### src/rtl/wb_int_ctrl.sv
// rtl/wb_int_ctrl.sv - parametrised interrupt controller on the register Wishbone
`ifndef MM_REG_ADDR_BITS
`define MM_REG_ADDR_BITS 8
`endif

module wb_int_ctrl #(
  parameter int NUM_SRC      = 16,
  parameter int ADDR_BITS    = `MM_REG_ADDR_BITS,
  parameter int ADDR_PENDING = 0,
  parameter int ADDR_ENABLE  = 1,
  parameter int ADDR_MODE    = 2,
  parameter int ADDR_CLAIM   = 3
) (
  input  logic                 clk,
  input  logic                 reset_n,
  input  logic                 sync_reset,
  input  logic [NUM_SRC-1:0]   src_in,
  input  logic                 WB_RD_STB_I,
  input  logic [ADDR_BITS-1:0] WB_RD_ADR_I,
  output logic [31:0]          WB_RD_DAT_O,
  output logic                 WB_RD_ACK_O,
  input  logic                 WB_WR_STB_I,
  input  logic                 WB_WR_WE_I,
  input  logic [3:0]           WB_WR_SEL_I,
  input  logic [ADDR_BITS-1:0] WB_WR_ADR_I,
  input  logic [31:0]          WB_WR_DAT_I,
  output logic                 WB_WR_ACK_O,
  output logic                 int_gen
);

  localparam logic [5:0] NUM_SRC_W = 6'(NUM_SRC);

  logic [NUM_SRC-1:0] src_meta;
  logic [NUM_SRC-1:0] src_stable;
  logic [NUM_SRC-1:0] src_prev;
  logic [NUM_SRC-1:0] pending;
  logic [NUM_SRC-1:0] enable;
  logic [NUM_SRC-1:0] mode;
  logic [4:0]         rr_ptr;
  logic [4:0]         sel_id;
  logic               sel_valid;

  // Write decode
  logic wr_en;
  logic wr_pending;
  logic wr_enable;
  logic wr_mode;
  logic wr_claim;

  assign wr_en      = WB_WR_STB_I & WB_WR_WE_I;
  assign wr_pending = wr_en && (WB_WR_ADR_I == ADDR_BITS'(ADDR_PENDING));
  assign wr_enable  = wr_en && (WB_WR_ADR_I == ADDR_BITS'(ADDR_ENABLE));
  assign wr_mode    = wr_en && (WB_WR_ADR_I == ADDR_BITS'(ADDR_MODE));
  assign wr_claim   = wr_en && (WB_WR_ADR_I == ADDR_BITS'(ADDR_CLAIM));

  // Byte-lane merge for ENABLE / MODE; bits at or above NUM_SRC simply do not exist
  logic [31:0]        lane_mask;
  logic [NUM_SRC-1:0] wr_mask;
  logic [NUM_SRC-1:0] wr_data;
  logic [NUM_SRC-1:0] enable_new;
  logic [NUM_SRC-1:0] mode_new;
  logic [NUM_SRC-1:0] mode_flip;

  assign lane_mask  = {{8{WB_WR_SEL_I[3]}}, {8{WB_WR_SEL_I[2]}},
                       {8{WB_WR_SEL_I[1]}}, {8{WB_WR_SEL_I[0]}}};
  assign wr_mask    = lane_mask[NUM_SRC-1:0];
  assign wr_data    = WB_WR_DAT_I[NUM_SRC-1:0];
  assign enable_new = (enable & ~wr_mask) | (wr_data & wr_mask);
  assign mode_new   = (mode & ~wr_mask) | (wr_data & wr_mask);
  assign mode_flip  = wr_mode ? (mode ^ mode_new) : '0;

  // Claim decode; out-of-range ids are ignored entirely
  logic [4:0]         claim_id;
  logic               claim_ok;
  logic [31:0]        claim_onehot;
  logic [NUM_SRC-1:0] claim_clr;
  logic [5:0]         claim_inc;
  logic [4:0]         rr_next;

  assign claim_id     = WB_WR_DAT_I[4:0];
  assign claim_ok     = wr_claim && ({1'b0, claim_id} < NUM_SRC_W);
  assign claim_onehot = 32'd1 << claim_id;
  assign claim_clr    = claim_ok ? claim_onehot[NUM_SRC-1:0] : '0;
  assign claim_inc    = {1'b0, claim_id} + 6'd1;
  assign rr_next      = claim_ok ? ((claim_inc == NUM_SRC_W) ? 5'd0 : claim_inc[4:0]) : rr_ptr;

  // Pending update: edge sources latch rises (set beats clear), level sources follow
  // the synchronised input, and a mode change on a bit wipes that bit
  logic [NUM_SRC-1:0] w1c_clr;
  logic [NUM_SRC-1:0] rise;
  logic [NUM_SRC-1:0] edge_next;
  logic [NUM_SRC-1:0] pending_next;

  assign w1c_clr      = wr_pending ? wr_data : '0;
  assign rise         = src_stable & ~src_prev;
  assign edge_next    = rise | (pending & ~(w1c_clr | claim_clr));
  assign pending_next = ((mode & edge_next) | (~mode & src_stable)) & ~mode_flip;

  // Round-robin search from rr_ptr upward, wrapping at NUM_SRC
  logic [NUM_SRC-1:0] active;
  logic [31:0]        active32;
  logic [5:0]         idx;
  logic               found;
  logic [4:0]         found_id;

  assign active   = pending & enable;
  assign active32 = 32'(active);

  // First active source at or after rr_ptr
  always_comb begin
    found    = 1'b0;
    found_id = 5'd0;
    idx      = 6'd0;
    for (int i = 0; i < NUM_SRC; i++) begin
      idx = {1'b0, rr_ptr} + 6'(i);
      if (idx >= NUM_SRC_W) idx = idx - NUM_SRC_W;
      if (!found && active32[idx[4:0]]) begin
        found    = 1'b1;
        found_id = idx[4:0];
      end
    end
  end

  // Read data mux; unmapped addresses return 0
  logic [31:0] rd_mux;

  // Select the register addressed by the read port
  always_comb begin
    rd_mux = 32'd0;
    if (WB_RD_ADR_I == ADDR_BITS'(ADDR_PENDING))     rd_mux = 32'(pending);
    else if (WB_RD_ADR_I == ADDR_BITS'(ADDR_ENABLE)) rd_mux = 32'(enable);
    else if (WB_RD_ADR_I == ADDR_BITS'(ADDR_MODE))   rd_mux = 32'(mode);
    else if (WB_RD_ADR_I == ADDR_BITS'(ADDR_CLAIM))  rd_mux = {sel_valid, 26'd0, sel_id};
  end

  // Two-flop synchroniser plus one-cycle history for edge detection
  always_ff @(posedge clk or negedge reset_n) begin
    if (!reset_n) begin
      src_meta   <= '0;
      src_stable <= '0;
      src_prev   <= '0;
    end else if (sync_reset) begin
      src_meta   <= '0;
      src_stable <= '0;
      src_prev   <= '0;
    end else begin
      src_meta   <= src_in;
      src_stable <= src_meta;
      src_prev   <= src_stable;
    end
  end

  // Control/status registers and the round-robin pointer
  always_ff @(posedge clk or negedge reset_n) begin
    if (!reset_n) begin
      pending <= '0;
      enable  <= '0;
      mode    <= '0;
      rr_ptr  <= 5'd0;
    end else if (sync_reset) begin
      pending <= '0;
      enable  <= '0;
      mode    <= '0;
      rr_ptr  <= 5'd0;
    end else begin
      pending <= pending_next;
      if (wr_enable) enable <= enable_new;
      if (wr_mode)   mode   <= mode_new;
      rr_ptr <= rr_next;
    end
  end

  // Registered arbitration result and interrupt line; sel_id holds when nothing is active
  always_ff @(posedge clk or negedge reset_n) begin
    if (!reset_n) begin
      sel_valid <= 1'b0;
      sel_id    <= 5'd0;
      int_gen   <= 1'b0;
    end else if (sync_reset) begin
      sel_valid <= 1'b0;
      sel_id    <= 5'd0;
      int_gen   <= 1'b0;
    end else begin
      sel_valid <= found;
      if (found) sel_id <= found_id;
      int_gen <= |active;
    end
  end

  // Bus acknowledges and registered read data
  always_ff @(posedge clk or negedge reset_n) begin
    if (!reset_n) begin
      WB_RD_DAT_O <= 32'd0;
      WB_RD_ACK_O <= 1'b0;
      WB_WR_ACK_O <= 1'b0;
    end else if (sync_reset) begin
      WB_RD_DAT_O <= 32'd0;
      WB_RD_ACK_O <= 1'b0;
      WB_WR_ACK_O <= 1'b0;
    end else begin
      WB_RD_DAT_O <= WB_RD_STB_I ? rd_mux : 32'd0;
      WB_RD_ACK_O <= WB_RD_STB_I;
      WB_WR_ACK_O <= wr_en;
    end
  end

  logic unused_bits;
  assign unused_bits = ^{WB_WR_DAT_I[31:NUM_SRC], lane_mask[31:NUM_SRC], claim_onehot[31:NUM_SRC]};

endmodule
### config.mk
export PLATFORM = sky130hd
export DESIGN_NAME = wb_int_ctrl
export DESIGN_NICKNAME = d
export VERILOG_FILES = /design/src/rtl/wb_int_ctrl.sv
export SDC_FILE = /design/constraint.sdc
export NUM_CORES = 1
export LEC_CHECK = 0
export BUFFER_PORTS_ARGS = -buffer_cell sky130_fd_sc_hd__clkbuf_2
export CORE_AREA = 2 2 149 151
export DETAILED_ROUTE_END_ITERATION = 8
export DIE_AREA = 0 0 151 153
export GPL_TIMING_DRIVEN = 0
export SLEW_MARGIN = 20
export SYNTH_ARGS = -nofsm -noshare
export SYNTH_HDL_FRONTEND = slang
export SYNTH_SLANG_ARGS = --single-unit
### constraint.sdc
create_clock -name clk -period 3.3 [get_ports clk]
set_input_delay 0.99 -clock clk [delete_from_list [all_inputs] [get_ports clk]]
set_output_delay 0.99 -clock clk [all_outputs]
set_load 0.05 [all_outputs]
# Word level (Yosys, flattened, before mapping)
# Index checks and enable logic that the tools add are counted.
# word_totals
regBits,142
in_bits,74
out_inout_bits,35
elab_cells,255
# classes
add_sub_neg,32
order_cmp,33
n_eq_ne,7
n_shift,1
n_mux,106
n_bitwise,21
reduce_logical,42
# op_table
op,count
32-bit two-way mux,6
5-bit two-way mux,37
16-bit two-way mux,11
16-bit AND,9
5-bit by 6-bit less-than comparator with 1-bit output (second input constant),16
6-bit by 5-bit greater-or-equal comparator with 1-bit output (second input constant),15
1-bit binary-select mux with 5-bit select,16
16-bit inverter,5
16-bit OR,5
5-bit subtractor (second input constant),16
5-bit by 4-bit adder with 6-bit output (second input constant),8
1-bit two-way mux,36
8-bit by 2-bit == test with 1-bit output (second input constant),4
5-bit by 3-bit adder with 6-bit output (second input constant),4
1-bit logical AND,20
8-bit by 1-bit == test with 1-bit output (second input constant),2
8-bit zero test,2
16-bit OR reduction,1
1-bit by 5-bit << shifter with 16-bit output (first input constant),1
16-bit XOR,1
1-bit zero test,15
5-bit by 1-bit adder with 6-bit output (second input constant),2
5-bit by 2-bit adder with 6-bit output (second input constant),2
2-bit nonzero test,4
other kinds (4),4

# Logic depth before layout (Yosys ltp)
# depth
depth_word,52
ltp_mapped,17
mapped_depth_nobuf,12

# Worst setup path before layout
# Ideal clock, no wire load.
# synth_timing
kind,register to register
from,reg rr_ptr[0]
to,reg sel_id[3]
setup_time_ps,130
t_arrival_ps,3458
required_time_ps,3170
setup_slack_ps,-288
path_stages_with_launch,16
n_path_buf,3
period_less_slack_ps,3588
cell_sequence,dfrtp_1 -> buf_6 -> inv_4 -> buf_6 -> ha_1 -> inv_2 -> clkbuf_1 -> nand4_1 -> a41oi_1 -> nor2_1 -> o21ai_0 -> nand2_1 -> or2_4 -> o32a_1 -> a2111oi_2 -> o31ai_1
# synth_between
elab_chain_len,52
elab_cells_between_ends,160
cone_classes,31 x add/sub; 16 x order compare; 82 x mux; 31 x reduce/logical
# synth_lines
element,line,source
start: declaration,39,logic [4:0] rr_ptr;
start signal: assignment,169,rr_ptr <= rr_next;
branches (longest 52 deep; another with 5-bit by 1-bit adder with 6-bit output),-,
end signal: assignment,185,if (found) sel_id <= found_id;
end: declaration,40,logic [4:0] sel_id;
# Several ways; the timed one is not identified. The select of a mux whose other input is x is not followed.
# A chain may end at the register's enable or synchronous reset.

# Worst setup path in the final report
# layout_timing
from,reg rr_ptr[0]
to,reg sel_id[2]
# Same word-level chain as after synthesis.

==> impl_results.md <==
* Cell with the largest stage delay on the worst path: or4bb_1
* Reg-to-Reg Start: rr_ptr[0]
* Synth area leader: dfrtp_1
* Final instance area at 10600 um2
* Final Skew at 0.00866 ns
* Hold EP: src_stable[12]
* Die X at 151 um
* Ranking of synthesized cells by area: dfrtp_1 (37%), nand2_1 (7.2%), a21oi_1 (5.5%), nor2b_1 (3.8%), mux4_2 (3.5%)
* Pre-Repair DR Iteration Count at 5
* Drt total wl at 28500 um
* Max-cap viol count at 0
* Post-synth top area share at 0.375
* Placed instance area at 9310 um2
* Leakage power at 0.00454 uW
* Root Driver: clkbuf_16
* Remaining antenna violation count at 0
* # DRC at 0
* Setup Viol. Count Final at 4
* Met1 usage at 0.328
* Slew @ Worst Pin at 0.779 ns
* Hold Crit Start: src_meta[12]
* Post-synth EDFFs at 0
* Cts bufs inserted at 17
* Period Utilization, post-route at 1.04
* Per-cell routed wire length at 20.1 um
* Critical path endpoint category: register
* Status: finished, violations left
* Avg Cell Area, Syn at 8.63 um2
* Global-route wire length before repair at 45000 um
* Core Box Area at 21500 um2
* Clock sinks at 127
* Largest net degree at the start of global routing at 83
* RePlAce Congestion at 0.959
* DR vias/cell at 5.79
* Slew margin rel. at 0.481
* Reg clk slew, reported paths at 0.06 ns
* CP Max Fanout at 9
* Crit-path cells: buf_6 > buf_4 > or4bb_1 > and4_1 > mux2i_1 > o21ai_0 > nand2_1 > nand4b_4 > buf_12 > nor4_4 > buf_6 > a221oi_2 > o221ai_1 > o21ai_1
* P&R area growth vs syn at 24.7%
* IO Port Bufs at 71
* Synth warn at 0
* GRT busiest layer: met2
* Data arrival, critical path at 3.76 ns
* Period minus WS final at 3.42 ns
* Crit Path Class: reg2reg
* Io pins at 109
* Worst path max stage delay at 0.49 ns
* Commonest cells in the netlist: nand2_1 (163), dfrtp_1 (127), a21oi_1 (94)
* Vias in the first global route at 8148
* Power density cells at 343 nW/um2
* Most frequent cell after synthesis: nand2_1
* CP most frequent cell: buf_6
* Worst reg-to-reg path cell count at 14
* Sequential area share after synthesis at 0.375
* GR Layer Usage met3 at 0.0325
* Later-pin clock latency in the skew report at 0.42 ns
* CTS tree: built
* Gr ovfl total at 0
* Final setup margin at -0.125 ns
* R2R setup slack at -0.12 ns
* Vias at 8230
* Final #Nets at 1221
* H-tree depth at 4
* GRT Total Usage at 0.252
* Netlist cell types at 88
* Die ar. at 23100 um2
* Initial Util at 0.395
* CP startpoint kind: register
* Placed Cells at 1349
* Ys async rst share at 1.00
* Hold Vio Cnt, Final at 0
* Initial antenna violation count at 0
* FMAX at 292 MHz
* Row cnt at 54
* Worst Path Required at 3.64 ns
* Met2 Use GR at 0.413
* RSZ-0062 raised after global routing: true
* Post-route insts no fill at 1421
* Cells after Synth at 983
* Layout cells sized above 1 at 0.234
* #FFs+latches synth at 127
* N_diodes at 0
* Synth Cell Area at 8480 um2
* Die height at 153 um
* RR Endpoint: sel_id[2]
* Failing checks: setup timing
* Worst Hold Class: reg2reg
* Main flop type after synthesis: dfrtp_1
* Worst Hold Depth at 1
* Worst VDD drop at 0.000295 V
* Max clock buf depth at 2
* Iteration-0 DRC Markers at 563
* Final Slew Violations at 0
* DPL Wire Length at 20900 um
==> worst max-delay path by stage <==
stage | to | from | cells after the start
5_1_grt | sel_id[1] | rr_ptr[0] | 13
3_3_place_gp | sel_id[2] | rr_ptr[3] | 16
2_1_floorplan | sel_id[2] | rr_ptr[3] | 16
3_5_place_dp | sel_id[2] | rr_ptr[1] | 13
4_1_cts | sel_id[2] | rr_ptr[0] | 15
6_report | sel_id[2] | rr_ptr[0] | 14
==> through the flow <==
stage	TNS [ns]	total power (uW)	hold WS, ns	setup WS [ns]	utilization
2_1_floorplan	-0.144	1780	0.439	-0.0757	-
3_3_place_gp	-104.32	1890	0.440	-1.12	0.431
3_5_place_dp	-7.46	1900	0.450	-1.11	0.433
4_1_cts	-0.243	3640	0.463	-0.0807	0.486
5_1_grt	-0.921	3740	0.475	-0.258	0.492
6_report	-0.266	3620	0.458	-0.125	0.492
==> cells in the final DEF (no fill, tap or decap), drive strengths merged, types with 21 or more instances in the layout <==
master  instances
a221oi         23
nand3          45
nand2         163
nor2           57
buf            76
nor3           21
nor2b          51
inv            34
a21oi          94
dfrtp         127
clkbuf        132
nand4          24
o21ai          33
==> registers in the layout, indices dropped and copies added, names as in the netlist <==
signal and cells:
enable 16, sel_valid 1, WB_RD_DAT_O 17, sel_id 5, WB_RD_ACK_O 1, rr_ptr 5, mode 16, src_prev 16
src_meta 16, src_stable 16, int_gen 1, WB_WR_ACK_O 1, pending 16
==> worst max-delay path: cells and delay by family (launching register included) <==
family	cells	cell delay, ns
and+or+nand+nor	5	1.35
AOI/OAI and AO/OA	4	0.74
buffers and inverters	4	0.56
DFF	1	0.39
muxes	1	0.30
==> power breakdown <==
group,internal [uW],switching [uW]
clock network,992,755
logic,86.1,185
registers,1590,17.9
==> cell families after synthesis <==
group,synth area share
xor+xnor,0.0246
simple gates,0.249
mux,0.0593
compound gates,0.203
other cells,0.000442
flops,0.375
buf+inv,0.0615
fa+ha+maj,0.0280
==> cell type report <==
| class | instances | area (um2) |
|---|---|---|
| Clock buffer | 19 | 443 |
| Multi-Input combinational cell | 763 | 5180 |
| Fill cell | 2115 | 10900 |
| Inverter | 30 | 138 |
| Clock inverter | 13 | 108 |
| Buffer | 74 | 444 |
| Tap cell | 280 | 350 |
| Sequential cell | 127 | 3180 |
| Timing Repair Buffer | 115 | 731 |
==> metal layers <==
metal	part of all wire	wire [um]
met1	0.41	11800
met2	0.49	13900
met3	0.055	1580
met4	0.042	1210
met5	0	0
==> timing repair <==
action,4_1_cts,5_1_grt
pin swaps,18,13
buffers inserted,36,7
endpoints found under the hold margin,0,0
setup endpoints to repair,6,13
cloned,0,0
hold buffers,0,0
resized for setup,67,25
No activity file was read; power rests on OpenSTA's default activity.
